**src/rtl/reg_load_fifo_if.sv**
```systemverilog
// reg_load_fifo_if: producer write handshake, hold stall and register load outputs of reg_load_fifo.
interface reg_load_fifo_if #(
    parameter int WIDTH = 32,
    parameter int DEPTH = 4
);
    localparam int AW = $clog2(DEPTH);
    logic             wr_valid;
    logic [WIDTH-1:0] wr_data;
    logic             wr_ready;
    logic             hold;
    logic             en_out;
    logic [WIDTH-1:0] d_out;
    logic [AW:0]      count;
    modport master (output wr_valid, wr_data, hold, input wr_ready, en_out, d_out, count);
    modport slave (input wr_valid, wr_data, hold, output wr_ready, en_out, d_out, count);
endinterface

```
**src/rtl/reg_load_fifo.sv**
```systemverilog
// reg_load_fifo: FIFO buffering producer writes and draining one word per cycle onto register en/d.
// Optional sticky overflow flag output ovf when REG_LOAD_FIFO_OVF_EN is defined.
module reg_load_fifo #(
    parameter int WIDTH = 32,
    parameter int DEPTH = 4
) (
    input logic clk,
    input logic rst,
`ifdef REG_LOAD_FIFO_OVF_EN
    output logic ovf,
`endif
    reg_load_fifo_if.slave bus
);
    localparam int AW = $clog2(DEPTH);
    logic [WIDTH-1:0] mem [DEPTH];
    logic [AW-1:0]    wr_ptr, rd_ptr;
    logic [AW:0]      cnt;
    logic             en_q;
    logic [WIDTH-1:0] d_q;
    logic             push, pop;
    // wr_ready ignores a same-cycle pop so the full path stays short
    assign bus.wr_ready = cnt != (AW+1)'(DEPTH);
    assign push = bus.wr_valid & bus.wr_ready;
    assign pop = (cnt != '0) & ~bus.hold;
    assign bus.count = cnt;
    assign bus.en_out = en_q;
    assign bus.d_out = d_q;
    always_ff @(posedge clk)
        if (push && !rst) mem[wr_ptr] <= bus.wr_data;
    always_ff @(posedge clk) begin
        if (rst) begin
            wr_ptr <= '0;
            rd_ptr <= '0;
            cnt <= '0;
            en_q <= 1'b0;
            d_q <= '0;
        end else begin
            en_q <= pop;
            if (push) wr_ptr <= wr_ptr + 1'b1;
            if (pop) begin
                d_q <= mem[rd_ptr];
                rd_ptr <= rd_ptr + 1'b1;
            end
            if (push && !pop) cnt <= cnt + 1'b1;
            else if (pop && !push) cnt <= cnt - 1'b1;
        end
    end
`ifdef REG_LOAD_FIFO_OVF_EN
    always_ff @(posedge clk)
        if (rst) ovf <= 1'b0;
        else if (bus.wr_valid && !bus.wr_ready) ovf <= 1'b1;
`endif
endmodule
```
**src/flat_wrapper.sv**
```systemverilog
// flat-port wrapper written by rule: the top's interface ports become plain ports
module reg_load_fifo_flat 
#(
    parameter int WIDTH = 32,
    parameter int DEPTH = 4
)
  (clk, rst, bus_wr_valid, bus_wr_data, bus_hold, bus_wr_ready, bus_en_out, bus_d_out, bus_count);
  reg_load_fifo_if #(.WIDTH(WIDTH), .DEPTH(DEPTH)) bus_i ();
  input logic clk;
  input logic rst;
  input wire logic [$bits(bus_i.wr_valid)-1:0] bus_wr_valid;
  input wire logic [$bits(bus_i.wr_data)-1:0] bus_wr_data;
  input wire logic [$bits(bus_i.hold)-1:0] bus_hold;
  output wire logic [$bits(bus_i.wr_ready)-1:0] bus_wr_ready;
  output wire logic [$bits(bus_i.en_out)-1:0] bus_en_out;
  output wire logic [$bits(bus_i.d_out)-1:0] bus_d_out;
  output wire logic [$bits(bus_i.count)-1:0] bus_count;
  assign bus_i.wr_valid = bus_wr_valid;
  assign bus_i.wr_data = bus_wr_data;
  assign bus_i.hold = bus_hold;
  assign bus_wr_ready = bus_i.wr_ready;
  assign bus_en_out = bus_i.en_out;
  assign bus_d_out = bus_i.d_out;
  assign bus_count = bus_i.count;
  reg_load_fifo #(.WIDTH(WIDTH), .DEPTH(DEPTH)) u_core (.clk(clk), .rst(rst), .bus(bus_i));
endmodule
```
**config.mk**
```make
export PLATFORM = sky130hd
export DESIGN_NAME = reg_load_fifo_flat
export DESIGN_NICKNAME = d
export VERILOG_FILES = /design/src/rtl/reg_load_fifo_if.sv /design/src/rtl/reg_load_fifo.sv /design/src/flat_wrapper.sv
export SDC_FILE = /design/constraint.sdc
export NUM_CORES = 1
export LEC_CHECK = 0
export ABC_AREA = 1
export ABC_CLOCK_PERIOD_IN_PS = 4200
export CAP_MARGIN = 25
export CORE_MARGIN = 8
export CORE_UTILIZATION = 57
export DETAILED_ROUTE_END_ITERATION = 12
export HOLD_SLACK_MARGIN = 0.1
export PLACE_DENSITY = 0.8
export SYNTH_ARGS = -nofsm -noshare
export SYNTH_HDL_FRONTEND = slang
export SYNTH_SLANG_ARGS = --single-unit
```
**constraint.sdc**
```tcl
create_clock -name clk -period 4.2 [get_ports clk]
set_clock_uncertainty 0.2 [all_clocks]
set_input_delay 0.84 -clock clk [delete_from_list [all_inputs] [get_ports clk]]
set_output_delay 0.84 -clock clk [all_outputs]
set_load 0.01 [all_outputs]
```
==> results by group <==
Synthesis
  • Simple-gate area share of the yosys netlist: approximately 22%
  • Share of synthesized area spent on multiplexers: 0%
  • Most frequently used flop master after synthesis: edfxtp_1
  • Count of different cell masters after synthesis: 20
  • Fraction of synthesis flops using an asynchronous set or reset pin: 0%
  • Number of storage elements in the synthesis netlist: around 170
  • Number of nets in the synthesized netlist: between 800 and 900
  • Complex-gate fraction of the synthesized area: less than 1%
  • Register area share after synthesis: 65.2%
  • Post-synthesis xor/xnor area fraction: 0%
  • Post-synthesis cell type with the largest combined area: edfxtp_1
  • Yosys top cell area share: a little over half
  • Number of instances in the synthesized netlist: 772
  • Top cells by count, synth: 238 x nand2_1, 172 x inv_1, 128 x edfxtp_1
  • Post-synthesis cell area: between 0.007 and 0.008 mm^2
  • Mean instance size in the synthesized netlist: between 9 and 10 um^2
  • Main combinational cell family by area after synthesis: simple AND/OR/NAND/NOR gates
  • Most frequently used cell type in the post-synthesis netlist: nand2_1
  • Ranking of synthesized cells by area: edfxtp_1 54%, nand2_1 13%, dfxtp_1 11%
  • Synthesis warning total: 0
  • Adder and majority gate portion of the synthesized area: between 1 and 1.5%
  • Number of synthesized flops with an enable pin: ~130

Clock tree
  • Hold Buf Count CTS: 0
  • Maximum clock insertion buffer count: 2
  • Clock tree from TritonCTS: done
  • Number of H-tree branching levels: 4
  • Clock-pin slew on the worst setup and hold paths: roughly 0.060 ns
  • Clock insertion delay at the later pin of the skew report: 0.42 ns
  • Number of buffers created by CTS: 17
  • Master cell of the clock root buffer: clkbuf_16
  • Total clock sinks: ~170
  • Total of cells resized after clock tree synthesis: 0
  • Post-CTS repair timing setup buffer count: 0

Timing
  • Final WS setup: between 1 and 1.5 ns
  • Final critical path time including I/O delays and setup: between 2 and 3 ns
  • Tightest Pin Transition: between 0.7 and 0.8 ns
  • Max-Slew Margin vs Limit: around half
  • Setup repair after global routing missed its margin: no
  • Total negative setup slack: 0 ns
  • Final period util: a little over two thirds
  • Final count of pins violating max slew: 0
  • Highest attainable clock frequency: 337 MHz
  • Count of final hold-check violations: 0
  • Worst slack on hold paths: between 0.3 and 0.4 ns
  • Setup-violating endpoint count in the final report: 0

Setup path
  • Slowest stage cell on the critical path: clkdlybuf4s50_1
  • Worst setup path category: in2reg
  • CP arrival: about 2.9 ns
  • Endpoint required time on the critical path: 4.09 ns
  • Cells along the critical path: clkdlybuf4s50_1 -> a21boi_1 -> nand2_1 -> nor2_4 -> buf_4
  • Worst-path fanout max: 20
  • Register-to-register setup slack: approximately 1.7 ns
  • Critical Path Sink Type: flip-flop
  • Worst r2r src: u_core.bus.count[0]
  • Critical path's top delay family: buffers and inverters
  • RR Endpoint: u_core.mem[0][4]
  • Critical Path Source Type: input pin
  • Worst reg2reg path depth: 5
  • Critical path buffer and inverter count: 2
  • Max incr delay on CP: approximately 0.50 ns

Power
  • Power share of the combinational group: between 20% and 30%
  • Switching share of total power: approximately 30%
  • Register share of total power: a little over two fifths
  • Sw Pwr: 1.50 mW
  • Power density over cell area: 581 mW/mm^2
  • Internal power component: between 3 and 4 mW
  • IR drop worst, VDD: around 310 uV
  • Part of the power in the clock network: 32.0%
  • Pleak: between 3 and 4 nW
  • Total power after layout: roughly 5 mW

Floorplanning
  • Ports: 73
  • Core area: about 0.012 mm^2
  • Die Height: 128 um
  • Initial Util: between 50% and 60%
  • Total die area: 0.0163 mm^2
  • Row cnt: 41
  • Width of the chip: 128 um

Min path
  • Hold Path Stages: 4
  • Path type of the worst min-delay path: reg2reg
  • Hold worst-path end: u_core.bus.d_out[18]
  • Startpoint of the most critical hold path: u_core.bus.d_out[18]

Layout
  • Layout Area Growth over Synthesis: 21.2%
  • Fraction of final layout cells with drive strength greater than 1: 5.96%
  • Net count, final: between 800 and 900
  • Cell area after layout: 0.00864 mm^2
  • Post-route non-filler standard cell count: approximately 1000
  • Layout Utilization: 69.6%
  • Layout fillers: 945
  • Diode count: 0

Global routing
  • Pin count of the biggest net entering global routing: 68
  • Overall overflow remaining after global route: 0
  • Tot GR Track Use: a little under a fifth
  • Global-route wire length before repair: approximately 24000 um
  • Vias in the first global route: a little under 5000
  • Initial antenna violation count: 0

Placed design
  • Routability Congestion: 0.772
  • Instance count after placement with tap cells included: between 900 and 1000
  • Post-Place Worst Slack: 0.848 ns
  • Number of buffers added on ports: slightly above 70
  • Total cell area at the placement stage: 0.00801 mm^2
  • Post-DP HPWL: slightly above 9000 um

Detailed routing
  • Total wire length after detailed routing: between 10000 and 15000 um
  • Avg Vias per Cell: just under 5
  • Drt first-iter violations: 423
  • Overall via count from detail_route: roughly 5000
  • 1st-pass router iterations: 4
  • Antenna viol nets, final: 0
  • Remaining DRCs: 0
  • Routed WL per cell: between 10 and 15 um

Run
  • Number of maximum-capacitance constraint violations: 0

Outcome
  • Run status: complete, no violations
[cells in the final DEF, fill, tap and decap left out, drive strengths merged]
cell / count
nand2: 239
inv: 174
edfxtp: 128
nor2: 78
clkdlybuf4s50: 72
nand3: 68
dfxtp: 40
clkbuf: 18
buf: 12
clkinv: 9
ha: 5
bufinv: 4
a21oi: 3
o21ai: 2
a21boi: 1
nand3b: 1
fa: 1
clkinvlp: 1
[cell type report]
cell class	instances	area, um^2	area share (%)
clock inverter	14	181	2.10
sequential	168	4650	53.8
timing repair buffer	84	823	9.53
multi-input combinational	398	1690	19.5
clock buffer	18	429	4.97
inverter	174	653	7.56
tap	172	215	2.49
[layer usage]
metal	track usage, %	wire length (um)	vias to the layer above
li1	-	-	2478
met1	20.5	5770	2347
met2	33.3	7870	167
met3	4.83	1010	19
met4	8.60	243	0
met5	0	0	-
[registers in the layout, summed over array words and instances, names as in the netlist]
signal,flops
u_core.mem,128
u_core.bus.d_out,32
u_core.bus.count,3
u_core.rd_ptr,2
u_core.wr_ptr,2
u_core.bus.en_out,1
[kinds of logic (layout without fill, tap and decap cells)]
| family | Yosys count | after routing |
|---|---|---|
| adder cells (fa/ha/maj) | 6 | 6 |
| buffers and inverters | 206 | 290 |
| AND/OR/NAND/NOR | 386 | 386 |
| flip-flops | 168 | 168 |
| AO/OA/AOI/OAI | 6 | 6 |
[how the worst max path moves through the flow]
| stage | start | endpoint | slack (ns) | depth (start not counted) |
|---|---|---|---|---|
| 2_1_floorplan | bus_wr_valid | u_core.mem[0][0] | 0.98 | 3 |
| 3_3_place_gp | bus_wr_valid | u_core.mem[2][24] | 0.95 | 5 |
| 3_5_place_dp | bus_wr_valid | u_core.mem[0][27] | 0.85 | 5 |
| 4_1_cts | bus_wr_valid | u_core.mem[0][5] | 1.26 | 5 |
| 5_1_grt | bus_wr_valid | u_core.mem[0][8] | 1.13 | 5 |
| 6_report | bus_wr_valid | u_core.mem[0][4] | 1.23 | 5 |
[power groups by stage]
| stage | logic, mW | registers (mW) | clock network [mW] |
|---|---|---|---|
| global route | 1.49 | 2.11 | 1.69 |
| global placement | 1.27 | 2.11 | 0 |
| floorplan | 0.778 | 2.17 | 0 |
| CTS | 1.33 | 2.09 | 1.62 |
| finish | 1.33 | 2.09 | 1.61 |
| detailed placement | 1.31 | 2.12 | 0 |
[worst min-delay path, stage by stage, from the launching register on]
cell and delay, ns:
dfxtp_1 0.31, inv_1 0.04, nand2_1 0.04, nand2_1 0.05, nor2_1 0.03
Power figures use the tool's default switching activity.
